**src/rtl/square_drawer.sv**
```systemverilog
// Erases the previously drawn square, then paints a new SIZE x SIZE square one pixel per cycle.
// The erase pass is built only when SQUARE_DRAWER_ERASE_EN is defined; by default it is left out.
module square_drawer #(
    parameter int unsigned SIZE      = 4,
    parameter int unsigned SCREEN_W  = 160,
    parameter int unsigned SCREEN_H  = 120,
    parameter logic [2:0]  BG_COLOUR = 3'b000
) (
    input  logic       clock,
    input  logic       reset,
    input  logic       draw,
    input  logic [7:0] new_x,
    input  logic [6:0] new_y,
    input  logic [2:0] new_colour,
    output logic       busy,
    output logic [7:0] x,
    output logic [6:0] y,
    output logic [2:0] colour,
    output logic       plot,
    output logic       finish_drawing
);

    localparam int unsigned LOG2 = $clog2(SIZE);
    localparam int unsigned KW   = 2 * LOG2;
    localparam logic [KW-1:0] K_LAST = '1;

    typedef enum logic [1:0] {
        IDLE  = 2'd0,
        ERASE = 2'd1,
        PAINT = 2'd2,
        DONE  = 2'd3
    } state_t;

    state_t          state_q, state_d;
    logic [KW-1:0]   k_q, k_d;
    logic [7:0]      cur_x_q, cur_x_d;
    logic [6:0]      cur_y_q, cur_y_d;
    logic [2:0]      cur_col_q, cur_col_d;
    logic [7:0]      last_x_q, last_x_d;
    logic [6:0]      last_y_q, last_y_d;
    logic [2:0]      last_col_q, last_col_d;
`ifdef SQUARE_DRAWER_ERASE_EN
    logic [7:0]      old_x_q, old_x_d;
    logic [6:0]      old_y_q, old_y_d;
    logic            old_valid_q, old_valid_d;
`endif

    logic [7:0]      base_x_c;
    logic [6:0]      base_y_c;
    logic [2:0]      pix_col_c;
    logic [8:0]      sum_x_c;
    logic [7:0]      sum_y_c;
    logic            active_c;
    logic            visible_c;

    // Pixel address for counter k: low bits step along the row, high bits select the row.
    always_comb begin
        base_x_c  = cur_x_q;
        base_y_c  = cur_y_q;
        pix_col_c = cur_col_q;
        if (state_q == ERASE) begin
`ifdef SQUARE_DRAWER_ERASE_EN
            base_x_c = old_x_q;
            base_y_c = old_y_q;
`endif
            pix_col_c = BG_COLOUR;
        end
        sum_x_c   = 9'(base_x_c) + 9'(k_q[LOG2-1:0]);
        sum_y_c   = 8'(base_y_c) + 8'(k_q[KW-1:LOG2]);
        active_c  = (state_q == ERASE) || (state_q == PAINT);
        visible_c = (sum_x_c < 9'(SCREEN_W)) && (sum_y_c < 8'(SCREEN_H));
    end

    // Adapter-facing outputs; pixel fields hold their last value outside the drawing passes.
    always_comb begin
        busy           = (state_q != IDLE);
        finish_drawing = (state_q == DONE);
        plot           = active_c && visible_c;
        x              = active_c ? sum_x_c[7:0] : last_x_q;
        y              = active_c ? sum_y_c[6:0] : last_y_q;
        colour         = active_c ? pix_col_c    : last_col_q;
    end

    // Next-state logic.
    always_comb begin
        state_d    = state_q;
        k_d        = k_q;
        cur_x_d    = cur_x_q;
        cur_y_d    = cur_y_q;
        cur_col_d  = cur_col_q;
        last_x_d   = last_x_q;
        last_y_d   = last_y_q;
        last_col_d = last_col_q;
`ifdef SQUARE_DRAWER_ERASE_EN
        old_x_d     = old_x_q;
        old_y_d     = old_y_q;
        old_valid_d = old_valid_q;
`endif

        unique case (state_q)
            IDLE: begin
                if (draw) begin
                    cur_x_d   = new_x;
                    cur_y_d   = new_y;
                    cur_col_d = new_colour;
                    k_d       = '0;
`ifdef SQUARE_DRAWER_ERASE_EN
                    state_d   = old_valid_q ? ERASE : PAINT;
`else
                    state_d   = PAINT;
`endif
                end
            end
            ERASE: begin
                k_d = k_q + 1'b1;
                if (k_q == K_LAST) begin
                    k_d     = '0;
                    state_d = PAINT;
                end
            end
            PAINT: begin
                k_d = k_q + 1'b1;
                if (k_q == K_LAST) begin
                    state_d = DONE;
                end
            end
            DONE: begin
`ifdef SQUARE_DRAWER_ERASE_EN
                old_x_d     = cur_x_q;
                old_y_d     = cur_y_q;
                old_valid_d = 1'b1;
`endif
                state_d = IDLE;
            end
            default: state_d = IDLE;
        endcase

        if (active_c) begin
            last_x_d   = sum_x_c[7:0];
            last_y_d   = sum_y_c[6:0];
            last_col_d = pix_col_c;
        end
    end

    // State and datapath registers, synchronous active-low reset.
    always_ff @(posedge clock) begin
        if (!reset) begin
            state_q    <= IDLE;
            k_q        <= '0;
            cur_x_q    <= '0;
            cur_y_q    <= '0;
            cur_col_q  <= '0;
            last_x_q   <= '0;
            last_y_q   <= '0;
            last_col_q <= '0;
`ifdef SQUARE_DRAWER_ERASE_EN
            old_x_q     <= '0;
            old_y_q     <= '0;
            old_valid_q <= 1'b0;
`endif
        end else begin
            state_q    <= state_d;
            k_q        <= k_d;
            cur_x_q    <= cur_x_d;
            cur_y_q    <= cur_y_d;
            cur_col_q  <= cur_col_d;
            last_x_q   <= last_x_d;
            last_y_q   <= last_y_d;
            last_col_q <= last_col_d;
`ifdef SQUARE_DRAWER_ERASE_EN
            old_x_q     <= old_x_d;
            old_y_q     <= old_y_d;
            old_valid_q <= old_valid_d;
`endif
        end
    end

endmodule

```
**config.mk**
```make
export PLATFORM = sky130hd
export DESIGN_NAME = square_drawer
export DESIGN_NICKNAME = d
export VERILOG_FILES = /design/src/rtl/square_drawer.sv
export SDC_FILE = /design/constraint.sdc
export NUM_CORES = 1
export LEC_CHECK = 0
export ABC_AREA = 0
export CELL_PAD_IN_SITES_DETAIL_PLACEMENT = 0
export CELL_PAD_IN_SITES_GLOBAL_PLACEMENT = 1
export CORE_MARGIN = 4
export CORE_UTILIZATION = 34
export DETAILED_ROUTE_END_ITERATION = 7
export PLACE_DENSITY = 0.79
export SLEW_MARGIN = 30
export SYNTH_ARGS = -nofsm -noshare
export SYNTH_HDL_FRONTEND = slang
export SYNTH_SLANG_ARGS = --single-unit
```
**constraint.sdc**
```tcl
create_clock -name clock -period 2.3 [get_ports clock]
set_clock_uncertainty 0.1 [all_clocks]
set_input_delay 0.46 -clock clock [delete_from_list [all_inputs] [get_ports clock]]
set_output_delay 0.46 -clock clock [all_outputs]
set_load 0.02 [all_outputs]
```
* Word level (Yosys, flattened, before mapping)
Index checks and enable logic that the tools add are counted.
Word-level totals: bits in registers 42, bits in latches 0, memory bits (writable) 0, bits in read-only memories 0, bits of input ports 21, output and inout bits 21, word-level logic and storage cells 40, memories 0
Operators by class: $add $sub $neg 3, multipliers 0, divide/modulo/power cells 0, $lt $le $gt $ge 2, equality and inequality tests 7, shifts and indexed selects 0, muxes and demuxes 11, bitwise logic cells 0, reduce and logical (&&, ||, !) cells 9
Operators by type and width (number):
- 4-bit case mux with 3 select lines | 1
- 8-bit by 2-bit adder with 9-bit output | 1
- 9-bit by 8-bit less-than comparator with 1-bit output, second input constant | 1
- 7-bit by 2-bit adder with 8-bit output | 1
- 8-bit by 7-bit less-than comparator with 1-bit output, second input constant | 1
- 4-bit 2-to-1 mux | 2
- 8-bit 2-to-1 mux | 1
- 2-bit case mux with 4 select lines | 1
- 7-bit 2-to-1 mux | 1
- 2-bit 2-to-1 mux | 3
- 3-bit 2-to-1 mux | 2
- 4-bit by 1-bit adder with 4-bit output, second input constant | 1
- 2-bit equality test, second input constant | 2
- 4-bit equality test, second input constant | 1
- 2-bit by 1-bit inequality test with 1-bit output, second input constant | 2
- 2-bit AND reduction | 2
- 3-bit AND reduction | 1
- 3-bit nonzero test | 1
- 2-bit by 1-bit equality test with 1-bit output, second input constant | 1
- 1-bit logical AND | 2
- 2-bit zero test | 1
- 2-bit inequality test, second input constant | 1
- 2-bit nonzero test | 1
- 1-bit logical OR | 1

* Logic depth before layout (Yosys ltp)
depth in word-level cells 4, depth in mapped cells 7, mapped depth without buffers 7

* Least setup slack after synthesis
No wires, ideal clock.
path kind register -> output, start point register k_q[0], end point output plot, arrival time 1.999 ns, data required time 1.740 ns, setup slack -0.259 ns, cell stages (with the launch flop) 8, buffers on the path 0, path through dfxtp_1 -> ha_1 -> inv_1 -> fa_1 -> nand2b_1 -> o21ai_0 -> a21bo_2 -> a311oi_1
Between the ends: longest elaborated chain between the ends 4
Ends and longest elaborated chain:
- from (decl) | RTL line 35 | logic [KW-1:0] k_q, k_d;
- from (signal assigned) | RTL line 163 | k_q <= k_d;
- 8-bit by 2-bit adder with 9-bit output | RTL line 68 | sum_x_c = 9'(base_x_c) + 9'(k_q[LOG2-1:0]);
- 9-bit by 8-bit less-than comparator with 1-bit output | RTL line 71 | visible_c = (sum_x_c < 9'(SCREEN_W)) && (sum_y_c < 8'(SCREEN_H));
- 1-bit logical AND | RTL line 71
- 1-bit logical AND | RTL line 78 | plot = active_c && visible_c;
- to (decl) | RTL line 19 | output logic plot,
Every way passes these cells.

* Worst setup path after layout
start point register cur_y_q[0], in the netlist base_y_c[0], end point output plot
Between the ends: longest elaborated chain between the ends 4
Ends and longest elaborated chain:
- from (decl) | RTL line 37 | logic [6:0] cur_y_q, cur_y_d;
- from (signal assigned) | RTL line 165 | cur_y_q <= cur_y_d;
- 7-bit by 2-bit adder with 8-bit output | RTL line 69 | sum_y_c = 8'(base_y_c) + 8'(k_q[KW-1:LOG2]);
- 8-bit by 7-bit less-than comparator with 1-bit output | RTL line 71
- 1-bit logical AND | RTL line 71
- 1-bit logical AND | RTL line 78
Every way passes these cells.

==> implementation parameters <==
Parameter                              Value

Outcome
  Result of the run    complete, but fails checks
  Failing checks    setup timing

Synthesis
  Count of warnings emitted by yosys    0
  Area share of the largest cell type after synthesis    39.8%
  Count of cell types in the netlist    40
  Synth Instances    251
  Post-Synthesis Net Count    285
  Primary FF master, synth    dfxtp_1
  Main area contributors after synthesis    dfxtp_1 (40%), a21oi_1 (7.1%), nand2_1 (7.1%), ha_1 (6.5%), and2_1 (3.8%)
  Most frequent cell after synthesis    dfxtp_1
  Leading area contributor after synthesis    dfxtp_1
  Average cell area after synthesis    8.42 um^2
  Number of flops mapped to enable cells by yosys    0
  Proportion of synthesized chip area in sequential cells    39.8%
  Combined area of all synthesized cells    2110 um^2
  Seq cells post-synth    42
  Commonest cells in the netlist    dfxtp_1 (42), nand2_1 (40), a21oi_1 (30), nor2_1 (18), inv_1 (14)
  Async SR Flop Fraction    0%

Power and ir drop
  Part of the total power dissipated in sequential elements    31.5%
  Switching power    1040 uW
  Peak supply drop    0.000482 V
  P_int    1810 uW
  Combinational share of power    51.2%
  Leakage power figure    0.00133 uW
  Power per cell area    864 nW/um^2
  Switching Share    36.4%
  Final Total Pwr    2850 uW
  Clock network power share    17.3%

Timing
  Maximum clock frequency    384 MHz
  Crit share post-route    113%
  Post-layout min period    2610 ps
  Count of pins over their slew limit    0
  Slew at the pin closest to its max-slew limit    365 ps
  Setup repair after global routing missed its margin    true
  Final setup slack of the worst path    -306 ps
  Setup-failing EPs final    9
  Number of hold violations in the final report    0
  Slew HR    75.5%

Floorplan
  Number of standard-cell rows in the floorplan    28
  Chip height    86.9 um
  Effective utilization at floorplan    35.3%
  Die span in x    86.9 um
  Die Outline Area    7540 um^2
  Count of boundary I/O pins    42
  Placeable core region    5990 um^2

Routing
  Wire length reported by the detailed router    5500 um
  Post-DRT Antenna Nets    0
  Router iterations before antenna repair    4
  Number of design rule violations left after detail routing    0
  Number of vias after detailed routing    2016
  Routed wirelength normalized by instance count    13.3 um
  Number of DRC violations after detailed-routing iteration 0    56
  Routed via count divided by cell count    4.86

Critical path
  Crit path arrival time    2050 ps
  Largest delay share family, worst path    adder cells
  Critical path buffers and inverters    2
  Beginning of the critical path    base_y_c[0]$_SDFFE_PN0P_
  Ordered list of cells on the worst path    ha_4 > inv_2 > fa_2 > nand3b_1 > a211o_1 > a31oi_2 > a311oi_2 > buf_4
  Maximum fanout count along the critical path    3
  FF-to-FF Start    k_q[0]$_SDFFE_PN0P_
  Worst endpoint required time    1740 ps
  CP Capture Type    output pin
  Type of the worst setup path    reg -> out
  Launching element type of the critical path    flop
  Worst path max stage delay    370 ps
  Cell with the biggest individual delay on the critical path    dfxtp_4

Placed design
  Buffers on Ports    41
  Weighted congestion reported at the end of routability-driven placement    0.817
  Placed inst area    2890 um^2
  Post-place setup slack    -538 ps
  Estimated wirelength of the detail-placed design    3530 um
  Placed cell count    394

Global routing
  Grt total ovfl    0
  GRT Overall Usage    15.1%
  Pin count of the biggest net entering global routing    19
  Via count of the first global-routing pass    1969
  Number of antenna violations at the first check in global routing    0
  Wire length of the first global-routing pass    9040 um

Clock network
  Number of buffers between clock root and the deepest sink    2
  Cell at the root of the clock tree    clkbuf_8
  CTS buffer count    5
  CTS tree    done
  Later-pin clock latency in the skew report    300 ps
  Number of H-tree levels    2
  Clk sinks    42
  Hold Buf Count CTS    0
  Clock transition at path regs    80 ps

Hold path
  Class of the worst hold path    reg -> reg
  Worst hold path startpoint    cur_col_q[2]$_SDFFE_PN0P_

Cells and area
  Diodes inserted    0
  Finished layout cell area    3300 um^2
  Net count reported at finish    373
  Count of filler cells inserted in the layout    566
  Post-layout instance count excluding filler cells    415
  Fraction of layout instances using a drive strength above 1    38.2%
  Area growth from synthesis to layout    56.1%

Job
  Max Cap Violations    0
## through the flow
step	setup TNS, ps	hold slack (ps)	utilization, %
finish	-1520	361	55.1
global route	-2580	372	55.1
CTS	-1420	362	52.4
detailed placement	-4350	350	48.3
global placement	-4090	344	48.3
floorplan	-77.6	336	-
## registers in the layout, indices dropped and copies added (netlist names)
| signal | flops |
|---|---|
| base_x_c | 8 |
| last_x_q | 8 |
| base_y_c | 7 |
| last_y_q | 7 |
| k_q | 4 |
| cur_col_q | 3 |
| last_col_q | 3 |
| state_q | 2 |
## per-layer routing
layer / share of wire (%) / GRT usage, % / vias up
met4: 1.6 / 5.10 / 0
met2: 49 / 25.9 / 54
li1: - / - / 1019
met1: 43 / 18.9 / 935
met3: 5.9 / 2.93 / 8
met5: 0 / 0 / -
## cell families (layout without fill, tap and decap cells)
group,count (synthesis),count (layout),synth area share [%]
mux,7,7,3.55
simple gates,96,96,22.6
compound gates,55,55,16.3
xor+xnor,10,10,4.14
buf+inv,28,117,5.27
fa+ha+maj,13,13,8.40
flops,42,42,39.8
## layout by cell type, fill, tap and decap left out, types with 3 or more instances in the layout
cell type / instances
a211oi_1: 5
ha_1: 6
inv_2: 3
dfxtp_2: 8
ha_4: 5
buf_6: 12
buf_4: 52
a21oi_2: 6
nor2_1: 17
clkbuf_8: 6
a21oi_1: 24
a211oi_2: 3
o21ai_0: 6
dfxtp_1: 33
and2_1: 13
buf_2: 3
inv_1: 12
xor2_1: 3
nand3b_1: 6
clkdlybuf4s50_1: 22
nand3_1: 3
nand2_1: 39
## worst reg2reg max path, delay by kind of cell (launching register included)
kind / cells / cell delay [ps]
AO/OA/AOI/OAI: 1 / 220
XOR/XNOR: 1 / 120
adder cells (fa/ha/maj): 2 / 510
buffers and inverters: 4 / 470
flip-flops: 1 / 360
AND/OR/NAND/NOR: 1 / 170
## power by group through the flow
stage / sequential (uW) / combinational (uW) / clock (uW)
floorplan: 903 / 694 / 0
global placement: 902 / 1260 / 0
detailed placement: 906 / 1280 / 0
CTS: 897 / 1330 / 512
global route: 914 / 1590 / 549
finish: 899 / 1460 / 493
## worst paths after layout
path	slack, ps	end	cells after the start
worst max-delay path	-310	plot	8
worst min-delay path	360	cur_col_q[2]$_SDFFE_PN0P_	2
worst max register to register	290	last_x_q[6]$_SDFF_PN0_	9
worst min register to register	360	cur_col_q[2]$_SDFFE_PN0P_	2
## final cells by class
class | instances | area (um^2) | share of cell area, %
clock buffer | 7 | 86.3 | 2.62
clock inverter | 1 | 5.00 | 0.152
inverter | 15 | 56.3 | 1.71
multi-input combinational | 181 | 1370 | 41.4
sequential | 42 | 855 | 25.9
tap | 75 | 93.8 | 2.84
timing repair buffer | 94 | 838 | 25.4
## timing repair
action                                  4_1_cts  5_1_grt
pin swaps                                    18        8
cloned                                        1        0
endpoints found under the setup margin       19       16
buffers inserted                              7        6
resized for setup                           115       37
(Power assumes the default switching activity.)
